<file path="src/rtl/ddr3_rw_arbiter.sv">
// ddr3_rw_arbiter: shares one MIG user port between a frame writer
// (write FIFO -> DDR3) and a frame reader (DDR3 -> read FIFO).
// Bursts of BURST_LEN 256-bit words are granted round-robin when both
// sides are eligible. Each side walks a circular frame of FRAME_LEN words.
//
// Handshake: a command is accepted in any cycle where app_en and app_rdy are
// both high. A write beat additionally needs app_wdf_rdy, because the command
// and its data are presented together. wfifo_rden is high exactly on an
// accepted write beat. Returning read data is never stalled, so
// app_rd_data_valid is passed straight through to rfifo_wren.
module ddr3_rw_arbiter #(
    parameter int          BURST_LEN = 64,
    parameter int          FRAME_LEN = 24576,
    parameter logic [27:0] WR_BASE   = 28'h0000000,
    parameter logic [27:0] RD_BASE   = 28'h0000000,
    parameter int          RD_SPACE  = 1024
) (
    input  logic        clk_100,
    input  logic        rst,
    input  logic        init_calib_complete,
    input  logic        wr_load,
    input  logic        rd_load,
    input  logic [10:0] wfifo_rcount,
    input  logic [10:0] rfifo_wcount,
    input  logic        app_rdy,
    input  logic        app_wdf_rdy,
    input  logic        app_rd_data_valid,
    output logic        app_en,
    output logic        app_wdf_wren,
    output logic        app_wdf_end,
    output logic [2:0]  app_cmd,
    output logic [27:0] app_addr,
    output logic        wfifo_rden,
    output logic        rfifo_wren,
    output logic        busy,
    output logic [1:0]  state_dbg
);

    localparam int PTR_W  = $clog2(FRAME_LEN);
    localparam int BEAT_W = $clog2(BURST_LEN + 1);

    typedef enum logic [1:0] {
        CALIB = 2'd0,
        IDLE  = 2'd1,
        WRITE = 2'd2,
        READ  = 2'd3
    } state_t;

    state_t             state;
    state_t             state_nxt;
    logic [BEAT_W-1:0]  beat_cnt;
    logic [PTR_W-1:0]   wr_ptr;
    logic [PTR_W-1:0]   rd_ptr;
    logic [10:0]        outstanding;
    logic               wr_load_d0;
    logic               rd_load_d0;
    logic               wr_pend;
    logic               rd_pend;
    logic               rd_seen;
    logic               last_grant;   // 0 = write, 1 = read
    logic               grant_wr;
    logic               grant_rd;
    logic               wr_accept;
    logic               rd_accept;
    logic               burst_last;
    logic               wr_elig;
    logic               rd_elig;
    logic [11:0]        rd_sum;
    logic               wr_edge;
    logic               rd_edge;

    assign wr_accept  = (state == WRITE) && app_rdy && app_wdf_rdy && !rst;
    assign rd_accept  = (state == READ) && app_rdy && !rst;
    assign burst_last = (beat_cnt == BEAT_W'(BURST_LEN - 1));
    assign wr_edge    = wr_load && !wr_load_d0;
    assign rd_edge    = rd_load && !rd_load_d0;
    assign rd_sum     = {1'b0, rfifo_wcount} + {1'b0, outstanding};
    assign wr_elig    = (wfifo_rcount >= 11'(BURST_LEN));
    assign rd_elig    = rd_seen && (rd_sum < 12'(RD_SPACE));

    // Next-state and grant decision; a burst always runs to its end.
    always_comb begin
        state_nxt = state;
        grant_wr  = 1'b0;
        grant_rd  = 1'b0;
        unique case (state)
            CALIB: begin
                if (init_calib_complete) state_nxt = IDLE;
            end
            IDLE: begin
                if (!init_calib_complete) begin
                    state_nxt = CALIB;
                end else if (wr_elig && (!rd_elig || last_grant)) begin
                    grant_wr  = 1'b1;
                    state_nxt = WRITE;
                end else if (rd_elig) begin
                    grant_rd  = 1'b1;
                    state_nxt = READ;
                end
            end
            WRITE: begin
                if (wr_accept && burst_last)
                    state_nxt = init_calib_complete ? IDLE : CALIB;
            end
            READ: begin
                if (rd_accept && burst_last)
                    state_nxt = init_calib_complete ? IDLE : CALIB;
            end
        endcase
    end

    // MIG-facing outputs, decoded from state and forced low during reset.
    always_comb begin
        app_en       = 1'b0;
        app_wdf_wren = 1'b0;
        app_wdf_end  = 1'b0;
        app_cmd      = 3'b000;
        app_addr     = 28'h0;
        busy         = 1'b0;
        if (!rst) begin
            if (state == WRITE) begin
                app_en       = 1'b1;
                app_wdf_wren = 1'b1;
                app_wdf_end  = 1'b1;
                app_cmd      = 3'b000;
                app_addr     = WR_BASE + (28'(wr_ptr) << 3);
                busy         = 1'b1;
            end else if (state == READ) begin
                app_en   = 1'b1;
                app_cmd  = 3'b001;
                app_addr = RD_BASE + (28'(rd_ptr) << 3);
                busy     = 1'b1;
            end
        end
    end

    assign wfifo_rden = wr_accept;
    assign rfifo_wren = app_rd_data_valid && !rst;
    assign state_dbg  = rst ? 2'd0 : state;

    // State register, beat counter and grant history.
    always_ff @(posedge clk_100) begin
        if (rst) begin
            state      <= CALIB;
            beat_cnt   <= '0;
            last_grant <= 1'b1;
        end else begin
            state <= state_nxt;
            if (wr_accept || rd_accept)
                beat_cnt <= burst_last ? '0 : beat_cnt + 1'b1;
            if (grant_wr)
                last_grant <= 1'b0;
            else if (grant_rd)
                last_grant <= 1'b1;
        end
    end

    // Load-edge detection; restarts are held pending until the next IDLE.
    always_ff @(posedge clk_100) begin
        if (rst) begin
            wr_load_d0 <= 1'b0;
            rd_load_d0 <= 1'b0;
            wr_pend    <= 1'b0;
            rd_pend    <= 1'b0;
            rd_seen    <= 1'b0;
        end else begin
            wr_load_d0 <= wr_load;
            rd_load_d0 <= rd_load;
            wr_pend    <= wr_edge || (wr_pend && (state != IDLE));
            rd_pend    <= rd_edge || (rd_pend && (state != IDLE));
            rd_seen    <= rd_seen || rd_edge;
        end
    end

    // Frame pointers: cleared by a pending restart in IDLE, else step per accept.
    always_ff @(posedge clk_100) begin
        if (rst) begin
            wr_ptr <= '0;
            rd_ptr <= '0;
        end else begin
            if (state == IDLE && wr_pend)
                wr_ptr <= '0;
            else if (wr_accept)
                wr_ptr <= (wr_ptr == PTR_W'(FRAME_LEN - 1)) ? '0 : wr_ptr + 1'b1;
            if (state == IDLE && rd_pend)
                rd_ptr <= '0;
            else if (rd_accept)
                rd_ptr <= (rd_ptr == PTR_W'(FRAME_LEN - 1)) ? '0 : rd_ptr + 1'b1;
        end
    end

    // Reads issued but not yet returned; saturates at zero on stray data.
    always_ff @(posedge clk_100) begin
        if (rst) begin
            outstanding <= '0;
        end else begin
            unique case ({rd_accept, app_rd_data_valid})
                2'b10:   outstanding <= outstanding + 11'd1;
                2'b01:   if (outstanding != 11'd0) outstanding <= outstanding - 11'd1;
                default: outstanding <= outstanding;
            endcase
        end
    end

endmodule
</file>
<file path="config.mk">
export PLATFORM = sky130hd
export DESIGN_NAME = ddr3_rw_arbiter
export DESIGN_NICKNAME = d
export VERILOG_FILES = /design/src/rtl/ddr3_rw_arbiter.sv
export SDC_FILE = /design/constraint.sdc
export NUM_CORES = 1
export LEC_CHECK = 0
export BUFFER_PORTS_ARGS = -buffer_cell sky130_fd_sc_hd__buf_2
export CAP_MARGIN = 20
export CORE_ASPECT_RATIO = 0.6
export CORE_UTILIZATION = 50
export DETAILED_ROUTE_END_ITERATION = 8
export PLACE_DENSITY = 0.79
export SLEW_MARGIN = 10
export SYNTH_ARGS = -nofsm -noshare
export SYNTH_HDL_FRONTEND = slang
export SYNTH_SLANG_ARGS = --single-unit
</file>
<file path="constraint.sdc">
create_clock -name clk_100 -period 4.16 [get_ports clk_100]
set_input_delay 1.248 -clock clk_100 [delete_from_list [all_inputs] [get_ports clk_100]]
set_output_delay 1.248 -clock clk_100 [all_outputs]
set_load 0.1 [all_outputs]
</file>
**Word-level counts from Yosys, hierarchy flattened**

Cells that the tools add are included.
Widths: inputs -> output; s select.

- Output and inout bits: 39
- Word-level logic and storage cells: 100
- Bits of input ports: 30
- Bits in registers: 56

- Order comparisons: 2
- Muxes and demuxes: 34
- Reductions and logical operators: 33
- Eq/ne operators: 14
- Add/sub/neg operators: 6

Operators by type and width:

| cell | count |
|---|---|
| $mux 18 | 3 |
| $add 15x1->15 const B | 2 |
| $eq 15x15->1 const B | 2 |
| $mux 15 | 2 |
| $pmux 11 s2 | 1 |
| $mux 1 | 18 |
| $logic_and 1x1->1 | 16 |
| $mux 2 | 7 |
| $add 11x11->12 | 1 |
| $lt 12x11->1 const B | 1 |
| $add 11x1->11 const B | 1 |
| $ge 11x7->1 const B | 1 |
| $mux 11 | 1 |
| $reduce_bool 11->1 | 1 |
| $sub 11x1->11 const B | 1 |
| $pmux 2 s4 | 1 |
| $add 7x1->7 const B | 1 |
| $eq 7x6->1 const B | 1 |
| $mux 7 | 1 |
| $eq 2x2->1 const B | 3 |
| $ne 2x2->1 const B | 3 |
| $logic_or 1x1->1 | 5 |
| $eq 2x1->1 const B | 2 |
| $logic_not 1->1 | 4 |
| other kinds (7) | 10 |

**Logic depth before layout (Yosys ltp)**

- Depth after elaboration: 11
- Gate-level depth with buffers: 11
- Depth with buffers taken out: 10

**Worst setup path before layout**

OpenSTA, ideal clock, no wires.

- Path kind: input -> output
- Start: input rst
- End: output app_wdf_wren
- Path buffers: 3
- Cell stages on the path: 6
- Arrival: 3.575 ns
- Setup slack: -0.663 ns
- Data required time: 2.912 ns
- Cells stage by stage: buf_4 > inv_8 > nand2_2 > buf_1 > nor2_1 > buf_4

- Longest elaborated chain between the ends: 1

RTL lines:

| what | line | text |
|---|---|---|
| from (decl) | 19 | `input logic rst,` |
| $mux 1 | -- |  |
| to (decl) | 29 | `output logic app_wdf_wren,` |

Every way passes these cells.

**Final worst setup path**

- Start: input rst
- End: output app_cmd[0]

- Longest elaborated chain between the ends: 1

RTL lines:

| what | line | text |
|---|---|---|
| $mux 1 | 120 | `if (!rst) begin` |
| to (decl) | 31 | `output logic [2:0] app_cmd,` |

Every way passes these cells.

==> reports/metrics.cfg <==
[cells_and_area]
final_net_count = 520
fin_area_um2 = 3910
syn_to_final_growth_pct = 13.4
final_layout_size_suffix_gt1_frac = 0.162
num_antenna_cells = 0
fill_cells = 611
instances_no_fill = 555

[placement]
io_buffers = 47
routabilityCongestion = 0.841
dp_hpwl_um = 6290
dp_cells = 547
place_area_um2 = 3720

[floorplan]
start_util = 0.516
die_w_um = 109
num_rows = 23
coreArea_um2 = 6680
chipHeight_um = 66.3
io_pins = 69
die_area_um2 = 7240

[critical_path]
crit_required_ps = 2910
crit_arrival_ps = 2470
endpoint_kind = output port
crit_type = in2out
cp_max_fo = 18
cp-start-kind = input pin

[drt]
drtIter0Drc = 181
drt_pass1_iterations = 6
viasPerCell = 5.57
ant_nets = 0
num_vias = 3091
drc = 0
wl_per_cell_um = 14.6
wl_um = 8110

[pwr]
leakage_nw = 1.63
powerDensity_nw_per_um2 = 437
ir_drop_mv = 0.225

[synthesis]
ys_ff_latch = 56
synth_most_common_cell = nor2_1
syn_inst = 421
synth_top_cells_by_count = nor2_1 (68), dfxtp_1 (56), nand2_1 (37)
synth_area_um2 = 3440
synth_edf_count = 0
synth_top_area_cell = dfxtp_1
synthFlopType = dfxtp_1
syn_avg_cell_area_um2 = 8.18
async_reset_ff_frac = 0
seq_area_frac_synth = 0.325
ys_types = 59
ys.warnings.count = 0
synth_top_area_share = 0.325
synth.area.top_cells = dfxtp_1 (33%), ha_1 (8.0%), nor2_1 (7.4%)

[sta]
period_needed_ps = 3720
fmax_mhz = 269
fin_crit_sh = 0.893
fin_skew_ps = 5.79
grt_setup_unrepaired = no
finalMaxSlewViolations = 0
hold_viol_final = 0
setup_viol = 0
hold_slack_ps = 457

[cts]
post_cts_buffers = 0
cts_tree = done
hold_buffers = 0
clk_latency_ps = 300
cts-buffers-inserted = 5
cts.repair.resized = 0
max-clock-path-buffers = 2
root_buffer = clkbuf_16
cts_num_sinks = 56
clk_pin_slew_worst_paths_ps = 70
htreeDepth = 2

[min_path]
min_path_type = reg2reg

[run]
cap_violations = 0

[global_routing]
grt_max_degree = 19
grt_antenna_before_repair = 0
grt-ovfl-total = 0
grt_first_pass_wirelength_um = 13000
grtUsageTotal = 0.236
grt_pass1_vias = 2653

[run_status]
status = finished clean

-- kinds of logic (layout without fill, tap and decap cells) --
group / Yosys count / in the layout / synth area share
AO/OA/AOI/OAI: 70 / 70 / 0.130
AND/OR/NAND/NOR: 183 / 183 / 0.260
buffers and inverters: 38 / 71 / 0.0643
multiplexers: 16 / 16 / 0.0465
flip-flops: 56 / 56 / 0.325
XOR/XNOR: 34 / 34 / 0.0865
other: 1 / 15 / 0.00109
adder cells (fa/ha/maj): 23 / 23 / 0.0857
-- power breakdown --
group | switching [mW] | internal (mW) | leakage, nW
Clock | 0.195 | 0.317 | 0.0901
Combinational | 0.342 | 0.214 | 1.08
Sequential | 0.0605 | 0.580 | 0.455
Total | 0.598 | 1.11 | 1.63
-- metrics by stage --
stage / worst slack (ps) / setup TNS [ps] / power (mW) / util
after floorplan: -168 / -1490 / 1.09 / -
after global placement: 393 / 0 / 1.17 / 0.558
after detailed placement: 329 / 0 / 1.20 / 0.558
after CTS: 445 / 0 / 1.71 / 0.585
after global routing: 361 / 0 / 1.80 / 0.585
final: 444 / 0 / 1.71 / 0.585
-- layer usage --
layer	global-route usage	vias to the layer above	wire length, um
li1	-	1544	-
met1	0.352	1439	4070
met2	0.341	97	3420
met3	0.0394	11	499
met4	0.0659	0	112
met5	0	-	0
-- registers in the layout (all words and copies together), names as in the netlist --
signal / flops
beat_cnt: 7
last_grant: 1
outstanding: 11
rd_load_d0: 1
rd_pend: 1
rd_ptr: 15
rd_seen: 1
state: 2
wr_load_d0: 1
wr_pend: 1
wr_ptr: 15
-- layout by cell type (no fill, tap or decap), drive strengths merged, types with 5 or more instances in the layout --
cell type / count
a211oi: 5
clkbuf: 7
nor2: 69
ha: 22
nand2: 38
a21oi: 27
o21ai: 13
or4: 5
nand4: 15
nor2b: 9
nor3: 8
nand3: 17
xor2: 21
dfxtp: 56
conb: 15
mux2i: 16
o21a: 5
inv: 12
buf: 51
xnor2: 13
-- path summary, 6_finish.rpt --
| check | startpoint | end | slack, ps | depth (start not counted) |
|---|---|---|---|---|
| min reg2reg | beat_cnt[6] | beat_cnt[6] | 460 | 1 |
| max | rst | app_cmd[0] | 440 | 6 |
| min | beat_cnt[6] | beat_cnt[6] | 460 | 1 |
| max reg2reg | state[0] | outstanding[9] | 1200 | 10 |
-- critical path, stage by stage --
cell	delay (ps)
buf_2	160
inv_8	90
nand2_2	200
inv_2	190
and2_1	140
buf_2	420
-- layout make-up --
type	count	area [um2]	area share
Tap cell	87	109	0.0279
Sequential cell	56	1120	0.287
Clock buffer	7	153	0.0391
Timing Repair Buffer	51	280	0.0717
Multi-Input combinational cell	341	2160	0.553
Inverter	12	52.6	0.0134
Clock inverter	1	30.0	0.00768
Note: power is estimated with default switching activity, not from simulation.
